[src/rtl/spi_flash_pkg.sv]
// Shared types and constants for the SPI flash read sequencer: FSM state
// encoding and the flash opcodes / filler byte driven onto the shift engine.
package spi_flash_pkg;

    typedef enum logic [2:0] {
        BOOT    = 3'd0,
        IDLE    = 3'd1,
        ISSUE   = 3'd2,
        GAP     = 3'd3,
        WAIT    = 3'd4,
        DELIVER = 3'd5,
        FINISH  = 3'd6
    } flash_state_t;

    localparam logic [7:0] OP_READ     = 8'h03;
    localparam logic [7:0] OP_FASTREAD = 8'h0B;
    localparam logic [7:0] DUMMY_BYTE  = 8'h00;

endpackage

[src/rtl/spi_flash_reader.sv]
// SPI flash array reader: sends opcode + 24-bit address through the byte shift
// engine, then streams len read bytes out on a valid/ready port.
// Optional fast read (opcode 0x0B + one dummy byte) via SPI_FLASH_FASTREAD_EN.
module spi_flash_reader
    import spi_flash_pkg::*;
#(
    parameter int         ADDR_W = 24,
    parameter int         LEN_W  = 16,
    parameter logic [7:0] RD_OP  = OP_READ
) (
    input  logic              clk,
    input  logic              reset,
    input  logic              start,
    input  logic [ADDR_W-1:0] addr,
    input  logic [LEN_W-1:0]  len,
    output logic              busy,
    output logic              done,
    output logic [7:0]        rd_data,
    output logic              rd_valid,
    input  logic              rd_ready,
    output logic              eng_we,
    output logic [7:0]        eng_di,
    input  logic [7:0]        eng_do,
    input  logic              eng_ready,
    output logic              eng_ss_reset
);

`ifdef SPI_FLASH_FASTREAD_EN
    localparam bit FAST_EN = 1'b1;
`else
    localparam bit FAST_EN = 1'b0;
`endif

    localparam logic [7:0]       OPCODE  = FAST_EN ? OP_FASTREAD : RD_OP;
    localparam logic [2:0]       HDR_N   = FAST_EN ? 3'd5 : 3'd4;
    localparam logic [LEN_W-1:0] LEN_ONE = {{(LEN_W-1){1'b0}}, 1'b1};

    flash_state_t      state_r,        state_nxt_s;
    logic [ADDR_W-1:0] addr_r,         addr_nxt_s;
    logic [LEN_W-1:0]  remaining_r,    remaining_nxt_s;
    logic [2:0]        hdr_idx_r,      hdr_idx_nxt_s;
    logic              busy_r,         busy_nxt_s;
    logic              done_r,         done_nxt_s;
    logic [7:0]        rd_data_r,      rd_data_nxt_s;
    logic              rd_valid_r,     rd_valid_nxt_s;
    logic              eng_we_r,       eng_we_nxt_s;
    logic [7:0]        eng_di_r,       eng_di_nxt_s;
    logic              eng_ss_reset_r, eng_ss_reset_nxt_s;
    logic [7:0]        cur_byte_s;
    logic              in_header_s;

    assign in_header_s = (hdr_idx_r < HDR_N);

    // Byte to transmit next: header bytes by index; dummy and data phase both send 0x00
    always_comb begin
        cur_byte_s = DUMMY_BYTE;
        case (hdr_idx_r)
            3'd0:    cur_byte_s = OPCODE;
            3'd1:    cur_byte_s = addr_r[ADDR_W-1 -: 8];
            3'd2:    cur_byte_s = addr_r[ADDR_W-9 -: 8];
            3'd3:    cur_byte_s = addr_r[ADDR_W-17 -: 8];
            default: cur_byte_s = DUMMY_BYTE;
        endcase
    end

    // Next-state and next-register values; every output is registered below
    always_comb begin
        state_nxt_s        = state_r;
        addr_nxt_s         = addr_r;
        remaining_nxt_s    = remaining_r;
        hdr_idx_nxt_s      = hdr_idx_r;
        busy_nxt_s         = busy_r;
        done_nxt_s         = 1'b0;
        rd_data_nxt_s      = rd_data_r;
        rd_valid_nxt_s     = rd_valid_r;
        eng_we_nxt_s       = 1'b0;
        eng_di_nxt_s       = eng_di_r;
        eng_ss_reset_nxt_s = 1'b0;

        case (state_r)
            BOOT: begin
                if (eng_ready) begin
                    state_nxt_s = IDLE;
                end else begin
                    state_nxt_s = BOOT;
                end
            end
            IDLE: begin
                if (start) begin
                    addr_nxt_s      = addr;
                    remaining_nxt_s = len;
                    hdr_idx_nxt_s   = 3'd0;
                    busy_nxt_s      = 1'b1;
                    if (len == {LEN_W{1'b0}}) begin
                        state_nxt_s = FINISH;
                    end else begin
                        state_nxt_s = ISSUE;
                    end
                end else begin
                    state_nxt_s = IDLE;
                end
            end
            ISSUE: begin
                eng_we_nxt_s = 1'b1;
                eng_di_nxt_s = cur_byte_s;
                state_nxt_s  = GAP;
            end
            // The engine drops ready one cycle after the load strobe, so skip a cycle
            GAP: begin
                state_nxt_s = WAIT;
            end
            WAIT: begin
                if (!eng_ready) begin
                    state_nxt_s = WAIT;
                end else if (in_header_s) begin
                    hdr_idx_nxt_s = hdr_idx_r + 3'd1;
                    state_nxt_s   = ISSUE;
                end else begin
                    rd_data_nxt_s  = eng_do;
                    rd_valid_nxt_s = 1'b1;
                    state_nxt_s    = DELIVER;
                end
            end
            DELIVER: begin
                if (rd_valid_r && rd_ready) begin
                    rd_valid_nxt_s  = 1'b0;
                    remaining_nxt_s = remaining_r - LEN_ONE;
                    if (remaining_r == LEN_ONE) begin
                        state_nxt_s = FINISH;
                    end else begin
                        state_nxt_s = ISSUE;
                    end
                end else begin
                    state_nxt_s = DELIVER;
                end
            end
            FINISH: begin
                eng_ss_reset_nxt_s = 1'b1;
                done_nxt_s         = 1'b1;
                busy_nxt_s         = 1'b0;
                state_nxt_s        = IDLE;
            end
            default: begin
                state_nxt_s = BOOT;
            end
        endcase
    end

    // FSM state register
    always_ff @(posedge clk or posedge reset) begin
        if (reset) begin
            state_r <= BOOT;
        end else begin
            state_r <= state_nxt_s;
        end
    end

    // Datapath and output registers
    always_ff @(posedge clk or posedge reset) begin
        if (reset) begin
            addr_r         <= {ADDR_W{1'b0}};
            remaining_r    <= {LEN_W{1'b0}};
            hdr_idx_r      <= 3'd0;
            busy_r         <= 1'b0;
            done_r         <= 1'b0;
            rd_data_r      <= 8'h00;
            rd_valid_r     <= 1'b0;
            eng_we_r       <= 1'b0;
            eng_di_r       <= 8'h00;
            eng_ss_reset_r <= 1'b0;
        end else begin
            addr_r         <= addr_nxt_s;
            remaining_r    <= remaining_nxt_s;
            hdr_idx_r      <= hdr_idx_nxt_s;
            busy_r         <= busy_nxt_s;
            done_r         <= done_nxt_s;
            rd_data_r      <= rd_data_nxt_s;
            rd_valid_r     <= rd_valid_nxt_s;
            eng_we_r       <= eng_we_nxt_s;
            eng_di_r       <= eng_di_nxt_s;
            eng_ss_reset_r <= eng_ss_reset_nxt_s;
        end
    end

    assign busy         = busy_r;
    assign done         = done_r;
    assign rd_data      = rd_data_r;
    assign rd_valid     = rd_valid_r;
    assign eng_we       = eng_we_r;
    assign eng_di       = eng_di_r;
    assign eng_ss_reset = eng_ss_reset_r;

endmodule

[config.mk]
export PLATFORM = sky130hd
export DESIGN_NAME = spi_flash_reader
export DESIGN_NICKNAME = d
export VERILOG_FILES = /design/src/rtl/spi_flash_pkg.sv /design/src/rtl/spi_flash_reader.sv
export SDC_FILE = /design/constraint.sdc
export NUM_CORES = 1
export LEC_CHECK = 0
export BUFFER_PORTS_ARGS = -buffer_cell sky130_fd_sc_hd__buf_2
export CORE_UTILIZATION = 49
export DETAILED_ROUTE_END_ITERATION = 7
export PLACE_DENSITY_LB_ADDON = 0.12
export SETUP_SLACK_MARGIN = 0.05
export SLEW_MARGIN = 20
export SYNTH_ARGS = -nofsm -noshare
export SYNTH_HDL_FRONTEND = slang
export SYNTH_SLANG_ARGS = --single-unit
[constraint.sdc]
create_clock -name clk -period 1.75 [get_ports clk]
set_input_delay 0.0875 -clock clk [delete_from_list [all_inputs] [get_ports clk]]
set_output_delay 0.0875 -clock clk [all_outputs]
set_load 0.01 [all_outputs]
Word level (Yosys, flattened, before mapping)
Index checks and enable logic that the tools add are counted.
{ "op_classes": {"n_addsub": 2, "order_cmp": 1, "n_eq_ne": 15, "mux": 24, "bitwise_logic": 1, "reduce_logical": 14} }
{ "op_table": {"columns": ["op", "count"], "rows": [
  ["$mux W16", 2],
  ["$pmux W16 S2", 1],
  ["$pmux W8 S4", 1],
  ["$mux W3", 9],
  ["$pmux W3 S7", 1],
  ["$eq A16 B1 Y1 const B", 1],
  ["$logic_not A16 Y1", 1],
  ["$sub A16 B1 Y16 const B", 1],
  ["$eq A3 B2 Y1 const B", 4],
  ["$ne A2 B2 Y1 const B", 5],
  ["$eq A3 B3 Y1 const B", 3],
  ["$reduce_and A4 Y1", 2],
  ["$reduce_bool A2 Y1", 4],
  ["$mux W1", 7],
  ["$eq A3 B1 Y1 const B", 2],
  ["$logic_not A3 Y1", 2],
  ["$pmux W3 S2", 1],
  ["$reduce_and A3 Y1", 2],
  ["$pmux W1 S2", 2],
  ["$reduce_and A2 Y1", 2],
  ["$add A3 B1 Y3 const B", 1],
  ["$lt A3 B3 Y1 const B", 1],
  ["$logic_and A1 B1 Y1", 1],
  ["$not A1 Y1", 1]
]} }
{ "word_totals": {"ff_bits": 66, "inputBits": 53, "output_inout_bits": 21} }

Longest topological paths before layout
Gate-level depths: netlist of run 1.
{ "logic_depth": {"depth_word": 4, "mapped_depth": 7} }

Least setup slack after synthesis of run 1
No wires, ideal clock.
{ "synth_path": {"path_type": "register to register", "startpoint": "register state_r[2]", "endpoint": "register addr_r[0]", "arrival_ps": 1422, "slack_ps": 203, "path_stages_with_launch": 6, "period_less_slack_ps": 1547, "path_cell_list": "dfrtp_1 > buf_4 > and4bb_2 > buf_6 > buf_6 > mux2_2"} }
{ "synth_via": {"elab_chain_len": 2} }
{ "synth_lines": {"columns": ["element", "line_no", "source"], "rows": [
  ["from (decl)", "spi_flash_reader.sv:38", "flash_state_t state_r, state_nxt_s;"],
  ["from (signal assigned)", "spi_flash_reader.sv:154", "state_r <= state_nxt_s;"],
  ["$eq A3 B1 Y1", "spi_flash_reader.sv:80", "case (state_r)"],
  ["$reduce_and A2 Y1 (no source line)", null, null],
  ["to (signal assigned)", "spi_flash_reader.sv:161", "addr_r <= {ADDR_W{1'b0}};"],
  ["to (signal assigned)", "spi_flash_reader.sv:172", "addr_r <= addr_nxt_s;"],
  ["to (decl)", "spi_flash_reader.sv:39", "logic [ADDR_W-1:0] addr_r, addr_nxt_s;"]
]} }
Every way passes these cells.
A chain may end at the register's enable or synchronous reset.

Worst setup path in the final report of run 1
{ "layout_path": {"startpoint": "register state_r[2]", "endpoint": "register remaining_r[5]"} }
{ "layout_via": {"elab_chain_len": 3} }
{ "layout_lines": {"columns": ["element", "line_no", "source"], "rows": [
  ["$eq A3 B3 Y1 or $eq A3 B1 Y1 (tied branches)", "spi_flash_reader.sv:80", null],
  ["$ne A2 B2 Y1 (no source line) or $reduce_bool A2 Y1 (tied branches)", null, null],
  ["$reduce_and A3 Y1 (no source line)", null, null],
  ["to (signal assigned)", "spi_flash_reader.sv:162", "remaining_r <= {LEN_W{1'b0}};"],
  ["to (signal assigned)", "spi_flash_reader.sv:173", "remaining_r <= remaining_nxt_s;"],
  ["to (decl)", "spi_flash_reader.sv:40", "logic [LEN_W-1:0] remaining_r, remaining_nxt_s;"]
]} }
Parallel ways exist; a longest one is shown, timed or not.

==> flow_summary_export.csv, run 1 <==
group,metric,value,unit
placed_design,place_congestion,0.848,
floorplan,fp-row-count,29,
timing,finalCritPeriodShare,0.913,
detailed_routing,totalWireLength,7570,um
cells_and_area,final_nets,473,
synthesis,async_reset_ff_frac,1.00,
floorplan,die_w,83.8,um
cts,h-tree-depth,3,
floorplan,core_area,6420,sq um
cts,numCtsBuffers,9,
synthesis,synth_flop_cell,"dfrtp_1",
floorplan,io-pin-count,74,
cells_and_area,antennaDiodeCount,0,
grt,track_usage,0.233,
cells_and_area,drive_gt1_frac,0.349,
synthesis,yosysWarnings,0,
timing,relSlewSlack,0.736,
synthesis,netlist_area,3280,sq um
setup_path,worstPathRequired,1.97,ns
setup_path,crit_arrival,1.82,ns
timing,tns,0,ns
cts,cts_tree,"done",
cts,clk_path_buf_depth,2,
cts,clock-root-buffer,"clkbuf_8",
timing,rsz0062_at_grt,"false",
timing,layout_min_cycle_time,1.60,ns
cts,cts.clk_slew.worst_paths,0.07,ns
detailed_routing,wl_per_cell,15.4,um
setup_path,end_kind,"flop",
synthesis,seq_area_frac_synth,0.503,
floorplan,die_h,83.8,um
synthesis,synth_edf_count,0,
timing,hold_viol,0,
synthesis,syn_area_per_cell,11.0,sq um
timing,fmax,626,MHz
detailed_routing,drcViolationCount,8,
cells_and_area,area_growth,31.9,%
grt,grt_pass1_wl,12700,um
synthesis,synth_cell_types,54,
synthesis,synth_top_cell_by_area,"dfrtp_1",
status,outcome,"complete, but fails checks",
synthesis,synth-seq-cells,66,
timing,worst_pin_slew,0.392,ns
setup_path,crit_fanout,12,
setup_path,critPathLaunchType,"flop",
synthesis,postSynthCellCount,299,
timing,maxSlewViolCount,0,
detailed_routing,vias,2774,
floorplan,die_area,7030,sq um
timing,finalSetupViolations,0,
cts,insertion_delay,0.34,ns
pwr,vdd_drop_max,0.000860,V
cells_and_area,fin_area,4330,sq um
grt,grt_overflow,0,
status,violations,"DRC",
grt,grt_max_degree,67,
synthesis,synthTopCellsByArea,"dfrtp_1 50%, mux2_2 11%, o21ai_0 2.7%",
placed_design,io_buffers,73,
detailed_routing,ant_nets,0,
setup_path,critPathKind,"flop to flop",
pwr,pwr_density_cell,1500,nW/um^2
floorplan,start_util,0.511,
placed_design,place_area,3770,sq um
grt,antenna_found_initial,0,
synthesis,ys_top_cells_by_count,"66 x dfrtp_1, 32 x mux2_2, 18 x o21ai_0",
detailed_routing,drtPass1Iterations,7,
detailed_routing,drt_iter0_drc,162,
detailed_routing,viasPerCell,5.63,
grt,grt_pass1_vias,2706,
synthesis,synth.most_common_cell,"dfrtp_1",
worst_hold_path,hp-class,"input port to flop",
timing,finClkSkew,0.00387,ns
cts,cts_sinks,66,
job,maxCapViolCount,0,
synthesis,yosys.area.top_type_share,0.503,
pwr,p_leak,1.94,nW
synthesis,syn_nets,359,
placed_design,hpwl,4950,um
cell type report:
type | count | area [sq um]
inverter | 10 | 41.3
timing repair buffer | 121 | 851
clock inverter | 3 | 40.0
sequential | 66 | 1650
tap | 77 | 96.3
multi-input combinational | 205 | 1500
clock buffer | 11 | 151
fill | 512 | 2090
flip-flops by register name, summed over array words and instances, names as in the netlist:
name and count:
addr_r 24, busy 1, eng_di 8, eng_ss_reset 1
eng_we 1, hdr_idx_r 3, rd_data 8, rd_valid 1
remaining_r 16, state_r 3
per-stage QoR:
stage                     power, mW  utilization  worst slack, ns  hold WS (ns)  instances
after floorplan                4.40            -            0.203         0.191        299
after global routing           6.97        0.674           0.0655        0.0528        493
after CTS                      6.50        0.672            0.104       0.00432        493
after detailed placement       5.16        0.587            0.132         0.215        444
final                          6.50        0.674            0.152        0.0107        493
after global placement         5.09        0.587            0.115         0.213        444
kinds of logic (layout without fill, tap and decap cells):
kind of cell / count (synthesis) / after routing / synth area share
simple gates: 88 / 88 / 0.153
compound gates: 78 / 78 / 0.162
buf+inv: 28 / 145 / 0.0450
fa+ha+maj: 7 / 7 / 0.0267
mux: 32 / 32 / 0.110
flops: 66 / 66 / 0.503
placed cells by master (no fill, tap or decap), drive strengths merged, types with 8 or more instances in the layout:
master,Yosys,final
a21oi,15,15
buf,15,86
clkbuf,3,11
dfrtp,66,66
dlygate4sd3,0,35
inv,10,9
mux2,32,32
nand2,15,15
nand3,8,8
nor2,16,16
nor3,8,8
nor4,9,9
o21ai,20,20
path summary, 6_finish.rpt:
| path | cells after the start | end | from | slack (ns) |
|---|---|---|---|---|
| max | 5 | remaining_r[5] | state_r[2] | 0.15 |
| min | 3 | remaining_r[15] | len[15] | 0.01 |
| max reg2reg | 5 | remaining_r[5] | state_r[2] | 0.15 |
| min reg2reg | 2 | eng_di[6] | eng_di[6] | 0.47 |
| max in group asynchronous | 4 | addr_r[6] | reset | 1.07 |
| min in group asynchronous | 4 | state_r[2] | reset | 0.40 |
power by group:
| group | internal (mW) | leakage [nW] | total, mW | switching [mW] |
|---|---|---|---|---|
| registers | 2.21 | 0.802 | 2.81 | 0.593 |
| logic | 1.27 | 1.03 | 2.42 | 1.15 |
| clock network | 0.715 | 0.101 | 1.27 | 0.553 |
per-layer routing:
metal | share of wire | GRT usage | vias to the layer above
met5 | 0 | 0 | -
li1 | - | - | 1347
met3 | 0.062 | 0.0781 | 17
met1 | 0.45 | 0.299 | 1320
met2 | 0.47 | 0.368 | 90
met4 | 0.018 | 0.0831 | 0
repair_timing:
item / 4_1_cts / 5_1_grt
resized for setup: 0 / 7
buffers inserted: 0 / 0
hold buffers: 35 / 0
setup endpoints to repair: 0 / 16
endpoints found under the hold margin: 100 / 0
critical path, stage by stage, from the launching register on:
cell     delay, ns
dfrtp_1       0.53
and2b_1       0.29
o21a_2        0.27
buf_4         0.19
a21oi_1       0.14
a21oi_1       0.06
No activity file was read; power rests on OpenSTA's default activity.
==> run 2, diff against run 1 <==
--- a/config.mk
+++ b/config.mk
@@ -5,8 +5,9 @@
 export SDC_FILE = /design/constraint.sdc
 export NUM_CORES = 1
 export LEC_CHECK = 0
+export ABC_AREA = 1
 export BUFFER_PORTS_ARGS = -buffer_cell sky130_fd_sc_hd__buf_2
-export CORE_UTILIZATION = 49
+export CORE_UTILIZATION = 50
 export DETAILED_ROUTE_END_ITERATION = 7
 export PLACE_DENSITY_LB_ADDON = 0.12
 export SETUP_SLACK_MARGIN = 0.05
==> run 2 against run 1 <==
The run now ends clean. Largest cell class unchanged. Sequential power shrank 12%. Sequential cell count is the same. Highest routed layer unchanged. Critical path type unchanged. Combinational power is essentially flat. Die area grew 5.8%. Clock-buffer cell count shrank 1.
==> flow_summary_export.csv, run 2 <==
group,metric,value,unit
cts,h-tree-depth,3,
synthesis,async_reset_ff_frac,1.00,
job,maxCapViolCount,0,
timing,tns,0,ns
setup_path,critPathLaunchType,"flop",
pwr,power,6.26,mW
cts,cts_tree,"done",
setup_path,crit_fanout,9,
grt,grt_pass1_wl,14100,um
placed_design,place_congestion,0.835,
grt,grt_overflow,0,
timing,relSlewSlack,0.743,
worst_hold_path,hp-class,"input port to flop",
synthesis,synth_flop_cell,"dfrtp_1",
cells_and_area,regArea,1650,sq um
grt,grt_max_degree,58,
grt,track_usage,0.241,
setup_path,slowest_delay,0.39,ns
cts,insertion_delay,0.35,ns
synthesis,yosys.area.top_type_share,0.465,
detailed_routing,drt_iter0_drc,190,
detailed_routing,ant_nets,0,
setup_path,critPathBufInv,0,
synthesis,synth-seq-cells,66,
floorplan,start_util,0.520,
pwr,pwr_density_cell,1370,nW/um^2
placed_design,dp_slack,0.0999,ns
pwr,seq_power_share,0.396,
setup_path,crit_cells,8,
cts,clock-root-buffer,"clkbuf_8",
pwr,vdd_drop_max,0.000527,V
timing,fin_ws,0.211,ns
timing,finalCritPeriodShare,0.879,
synthesis,netlist_area,3550,sq um
cells_and_area,area_growth,28.9,%
detailed_routing,totalWireLength,8250,um
cts,clk_path_buf_depth,2,
pwr,p_sw_frac,0.408,
placed_design,hpwl,5630,um
floorplan,die_w,86.3,um
setup_path,cp_common_cell,"nand2_1",
synthesis,yosys.area_share.simple,0.275,
pwr,p_comb_frac,0.389,
cells_and_area,fillers,603,
setup_path,worstPathRequired,1.98,ns
synthesis,syn_area_per_cell,7.68,sq um
synthesis,syn_nets,522,
timing,fmax,650,MHz
timing,rsz0062_at_grt,"false",
grt,grt_pass1_vias,3159,
pwr,p_clk_frac,0.215,
grt,antenna_found_initial,0,
placed_design,place_area,4020,sq um
setup_path,slowest_stage,"dfrtp_1",
pwr,power.internal,3.71,mW
synthesis,synthTopCellsByArea,"dfrtp_1 47%, nand2_1 17%, inv_1 6.8%",
cells_and_area,top_regs,"addr_r: 24 flops, remaining_r: 16 flops",
cells_and_area,final_common_cell,"nand2_1",
cts,numCtsBuffers,9,
synthesis,postSynthCellCount,462,
cts,cts_sinks,66,
setup_path,crit_chain,"nor2_1, nand2_1, nor2_2, nand3_1, nand2_1, nand2_1, nand2_1, nand2_1",
cells_and_area,final_cells,676,
detailed_routing,wl_per_cell,12.2,um
cells_and_area,fin_area,4570,sq um
setup_path,worstReg2RegStart,"remaining_r[1]",
placed_design,io_buffers,73,
worst_hold_path,hold_depth,3,
floorplan,die_h,86.3,um
cts,cts.clk_slew.worst_paths,0.07,ns
synthesis,synth_cell_types,34,
cts,cts_setup_buffers,0,
cells_and_area,final_nets,635,
cells_and_area,multi_input_area,1550,sq um
floorplan,io-pin-count,74,
floorplan,core_area,6830,sq um
timing,hold_viol,0,
setup_path,crit_end,"remaining_r[13]",
setup_path,timing.rr.end,"remaining_r[13]",
synthesis,yosysWarnings,0,
placed_design,dp.cells,627,
synthesis,synth_top_family_by_area,"simple AND/OR/NAND/NOR gates",
status,outcome,"completed",
setup_path,rrSetupSlack,0.21,ns
detailed_routing,drtPass1Iterations,4,
setup_path,critPathKind,"flop to flop",
floorplan,fp-row-count,30,
setup_path,crit_arrival,1.77,ns
cells_and_area,final_cell_mix,"159 x nand2_1, 73 x buf_2, 65 x dfrtp_1",
detailed_routing,drcViolationCount,0,
synthesis,synth.most_common_cell,"nand2_1",
setup_path,crit_start,"remaining_r[1]",
detailed_routing,viasPerCell,4.79,
timing,layout_min_cycle_time,1.54,ns
synthesis,synthXorXnorAreaFrac,0.00247,
cells_and_area,largest_reg_flops,24,
synthesis,synth_edf_count,0,
setup_path,end_kind,"flop",
cells_and_area,regMostFlops,"addr_r",
cells_and_area,antennaDiodeCount,0,
cells_and_area,drive_gt1_frac,0.219,
synthesis,synth-compound-area-share,0.127,
setup_path,crit_family,"simple AND/OR/NAND/NOR gates",
timing,finalSetupViolations,0,
timing,finClkSkew,0.0163,ns
pwr,p_sw,2.55,mW
synthesis,ys_top_cells_by_count,"159 x nand2_1, 66 x dfrtp_1, 64 x inv_1",
floorplan,die_area,7440,sq um
timing,maxSlewViolCount,0,
setup_path,r2r_cells,8,
detailed_routing,vias,3236,
synthesis,synth_top_cell_by_area,"dfrtp_1",
pwr,p_leak,2.39,nW
synthesis,synth-adder-area-share,0.0247,
synthesis,seq_area_frac_synth,0.465,
timing,worst_pin_slew,0.385,ns
synthesis,synth_mux_area_frac,0.00317,
run 2: cell types whose count changed in the layout (fill, tap and decap cells not counted), moves of 7 or more:
| cell | previous run | this run |
|---|---|---|
| nand2_1 | 15 | 159 |
| nor2_1 | 16 | 33 |
| nor4_1 | 7 | 0 |
| inv_1 | 9 | 62 |
| mux2_2 | 32 | 1 |
| o21ai_2 | 0 | 8 |
| nor3_1 | 8 | 1 |
| nand3_1 | 8 | 26 |
| o21ai_0 | 18 | 38 |
run 2: repair_timing:
item | in CTS | in global routing
hold buffers | 33 | 0
resized for setup | 0 | 5
endpoints found under the hold margin | 63 | 0
setup endpoints to repair | 0 | 19
run 2: routing by layer:
layer	vias up	share of wire	track usage	wire [um]
met3	8	0.042	0.0390	348
met4	0	0.011	0.0955	89
met5	-	0	0	0
li1	1684	-	-	-
met1	1475	0.48	0.338	3970
met2	69	0.46	0.377	3830
run 2: final cells by class:
class | count | share of cell area
tap | 96 | 0.0263
inverter | 67 | 0.0558
timing repair buffer | 115 | 0.172
clock inverter | 6 | 0.0159
clock buffer | 10 | 0.0301
sequential | 66 | 0.361
multi-input combinational | 316 | 0.338
run 2: worst reg2reg max path: cells and delay by family, from the launching register on:
kind             cells  cell delay [ns]
AND/OR/NAND/NOR      8             1.04
flip-flops           1             0.39
run 2: through the flow:
step,util,hold WS [ns]
floorplan,-,0.197
global placement,0.588,0.0431
detailed placement,0.588,0.0391
CTS,0.668,0.0221
global route,0.670,0.0348
finish,0.670,0.0356
run 2: worst min-delay path by stage:
stage	from	endpoint	slack, ns
2_1_floorplan	addr[0]	addr_r[0]	0.20
3_3_place_gp	reset	addr_r[14]	0.04
3_5_place_dp	reset	addr_r[14]	0.04
4_1_cts	len[1]	remaining_r[1]	0.02
5_1_grt	len[1]	remaining_r[1]	0.03
6_report	len[1]	remaining_r[1]	0.04
run 2: power by group through the flow:
stage | Sequential [mW] | Combinational, mW | Clock (mW)
2_1_floorplan | 2.44 | 1.75 | 0
3_3_place_gp | 2.49 | 2.29 | 0
3_5_place_dp | 2.50 | 2.34 | 0
4_1_cts | 2.47 | 2.41 | 1.38
5_1_grt | 2.55 | 2.80 | 1.46
6_report | 2.48 | 2.43 | 1.34
run 2: cells by family after synthesis:
group / after synthesis
xor gates and xnor gates: 1
buffers and inverters: 80
AOI/OAI and AO/OA: 74
and+or+nand+nor: 233
muxes: 1
DFF: 66
adders and majority gates: 7
==> run 3, diff against run 2 <==
--- a/config.mk
+++ b/config.mk
@@ -7,8 +7,10 @@
 export LEC_CHECK = 0
 export ABC_AREA = 1
 export BUFFER_PORTS_ARGS = -buffer_cell sky130_fd_sc_hd__buf_2
+export CORE_ASPECT_RATIO = 0.7
 export CORE_UTILIZATION = 50
 export DETAILED_ROUTE_END_ITERATION = 7
+export GPL_ROUTABILITY_DRIVEN = 1
 export PLACE_DENSITY_LB_ADDON = 0.12
 export SETUP_SLACK_MARGIN = 0.05
 export SLEW_MARGIN = 20
==> run 3 against run 2 <==
Routed wire length up 2.2%. Die area barely moved. Global-route usage rose by 0.53 points. Fmax is 2.0% lower. Final cell count shrank 0.30%. Clock-buffer cell count up 1. Highest routed layer unchanged.
==> flow_summary_export.csv, run 3 (synthesized netlist as in run 2, its figures left out) <==
group,metric,value,unit
cells_and_area,final_common_cell,"nand2_1",
timing,finalCritPeriodShare,0.897,
detailed_routing,drt_iter0_drc,163,
job,maxCapViolCount,0,
pwr,p_sw,2.49,mW
pwr,pwr_density_cell,1330,nW/um^2
worst_hold_path,hp-class,"input port to flop",
setup_path,crit_fanout,37,
floorplan,fp-row-count,25,
grt,track_usage,0.247,
cts,cts_tree,"done",
pwr,vdd_drop_max,0.000658,V
cells_and_area,antennaDiodeCount,0,
cts,cts_setup_buffers,0,
cells_and_area,fillers,601,
grt,grt_max_degree,38,
cts,clock-root-buffer,"clkbuf_8",
cells_and_area,drive_gt1_frac,0.217,
placed_design,hpwl,5890,um
setup_path,worstPathRequired,2.01,ns
placed_design,io_buffers,73,
pwr,p_comb_frac,0.403,
cells_and_area,regArea,1650,sq um
cells_and_area,area_growth,27.6,%
cts,numCtsBuffers,9,
setup_path,crit_arrival,1.83,ns
detailed_routing,ant_nets,0,
setup_path,end_kind,"flop",
floorplan,start_util,0.521,
cells_and_area,top_regs,"addr_r: 24 flops, remaining_r: 16 flops",
setup_path,critPathKind,"flop to flop",
placed_design,place_area,4030,sq um
cells_and_area,final_util,0.664,
floorplan,core_area,6820,sq um
detailed_routing,drtPass1Iterations,4,
detailed_routing,totalWireLength,8430,um
detailed_routing,wl_per_cell,12.5,um
grt,grt_pass1_wl,14000,um
cells_and_area,fin_area,4530,sq um
pwr,p_leak,2.37,nW
timing,rsz0062_at_grt,"false",
timing,hold_viol,0,
cells_and_area,final_cell_mix,"159 x nand2_1, 73 x buf_2, 64 x dfrtp_1",
setup_path,critPathLaunchType,"flop",
timing,layout_min_cycle_time,1.57,ns
cells_and_area,final_cells,674,
timing,finClkSkew,0.0110,ns
pwr,seq_power_share,0.413,
cts,h-tree-depth,3,
timing,relSlewSlack,0.700,
pwr,p_sw_frac,0.414,
cells_and_area,multi_input_area,1540,sq um
cts,clk_path_buf_depth,2,
cells_and_area,regMostFlops,"addr_r",
cts,cts.clk_slew.worst_paths,0.07,ns
floorplan,die_h,72.5,um
cells_and_area,final_nets,637,
status,outcome,"completed",
grt,grt_overflow,0,
placed_design,place_congestion,0.877,
pwr,power.internal,3.52,mW
floorplan,die_area,7450,sq um
detailed_routing,drcViolationCount,0,
detailed_routing,viasPerCell,4.87,
timing,worst_pin_slew,0.449,ns
pwr,p_clk_frac,0.184,
grt,grt_pass1_vias,3000,
floorplan,io-pin-count,74,
floorplan,die_w,103,um
cts,insertion_delay,0.34,ns
placed_design,dp.cells,627,
timing,finalSetupViolations,0,
timing,maxSlewViolCount,0,
timing,fmax,637,MHz
detailed_routing,vias,3282,
cts,cts_sinks,66,
cells_and_area,largest_reg_flops,24,
grt,antenna_found_initial,0,
timing,tns,0,ns
-- run 3: power by group through the flow --
stage | Sequential, mW | Clock [mW] | Combinational (mW)
floorplan | 2.44 | 0 | 1.75
global placement | 2.48 | 0 | 2.30
detailed placement | 2.50 | 0 | 2.34
CTS | 2.47 | 1.12 | 2.41
global route | 2.54 | 1.20 | 2.79
finish | 2.48 | 1.11 | 2.42
-- run 3: routing by layer --
layer  vias up  share of wire  track usage  routed length (um)
met1      1487           0.50        0.361                4230
met4         0          0.012       0.0635                  98
met5         -              0            0                   0
met3        11          0.059       0.0703                 501
li1       1690              -            -                   -
met2        94           0.43        0.359                3600
-- run 3: layout make-up --
cell class,count,share of cell area
timing repair buffer,117,0.177
clock buffer,11,0.0312
inverter,67,0.0564
multi-input combinational,316,0.340
tap,94,0.0260
clock inverter,3,0.00387
sequential,66,0.365
-- run 3: repair_timing --
| item | in CTS | in global routing |
|---|---|---|
| hold buffers | 33 | 0 |
| resized for setup | 0 | 4 |
| endpoints found under the setup margin | 0 | 25 |
| endpoints found under the hold margin | 48 | 0 |
-- run 3: per-stage QoR --
stage	power [mW]	worst slack, ns	hold WS, ns
2_1_floorplan	4.18	0.303	0.197
4_1_cts	6.00	0.133	0.0362
5_1_grt	6.54	0.0495	0.0368
6_report	6.01	0.181	0.0479
3_5_place_dp	4.84	0.144	0.130
3_3_place_gp	4.78	0.190	0.122
-- run 3: path summary, 6_finish.rpt --
| kind | from | end | slack, ns | cells after the start |
|---|---|---|---|---|
| min in group asynchronous | reset | remaining_r[3] | 0.29 | 3 |
| max reg2reg | state_r[1] | addr_r[5] | 0.18 | 9 |
| max in group asynchronous | reset | eng_di[1] | 0.92 | 4 |
| min | len[1] | remaining_r[1] | 0.05 | 3 |
| max | state_r[1] | addr_r[5] | 0.18 | 9 |
| min reg2reg | rd_data[2] | rd_data[2] | 0.49 | 2 |
-- run 3: worst max-delay path: stages (launching register included) --
cell and delay, ns:
dfrtp_1 0.42, inv_1 0.12, nand2_1 0.12, nor2_4 0.14, nand2_2 0.08, buf_4 0.19, inv_2 0.09, buf_12 0.18
nand2_1 0.06, o21ai_0 0.07
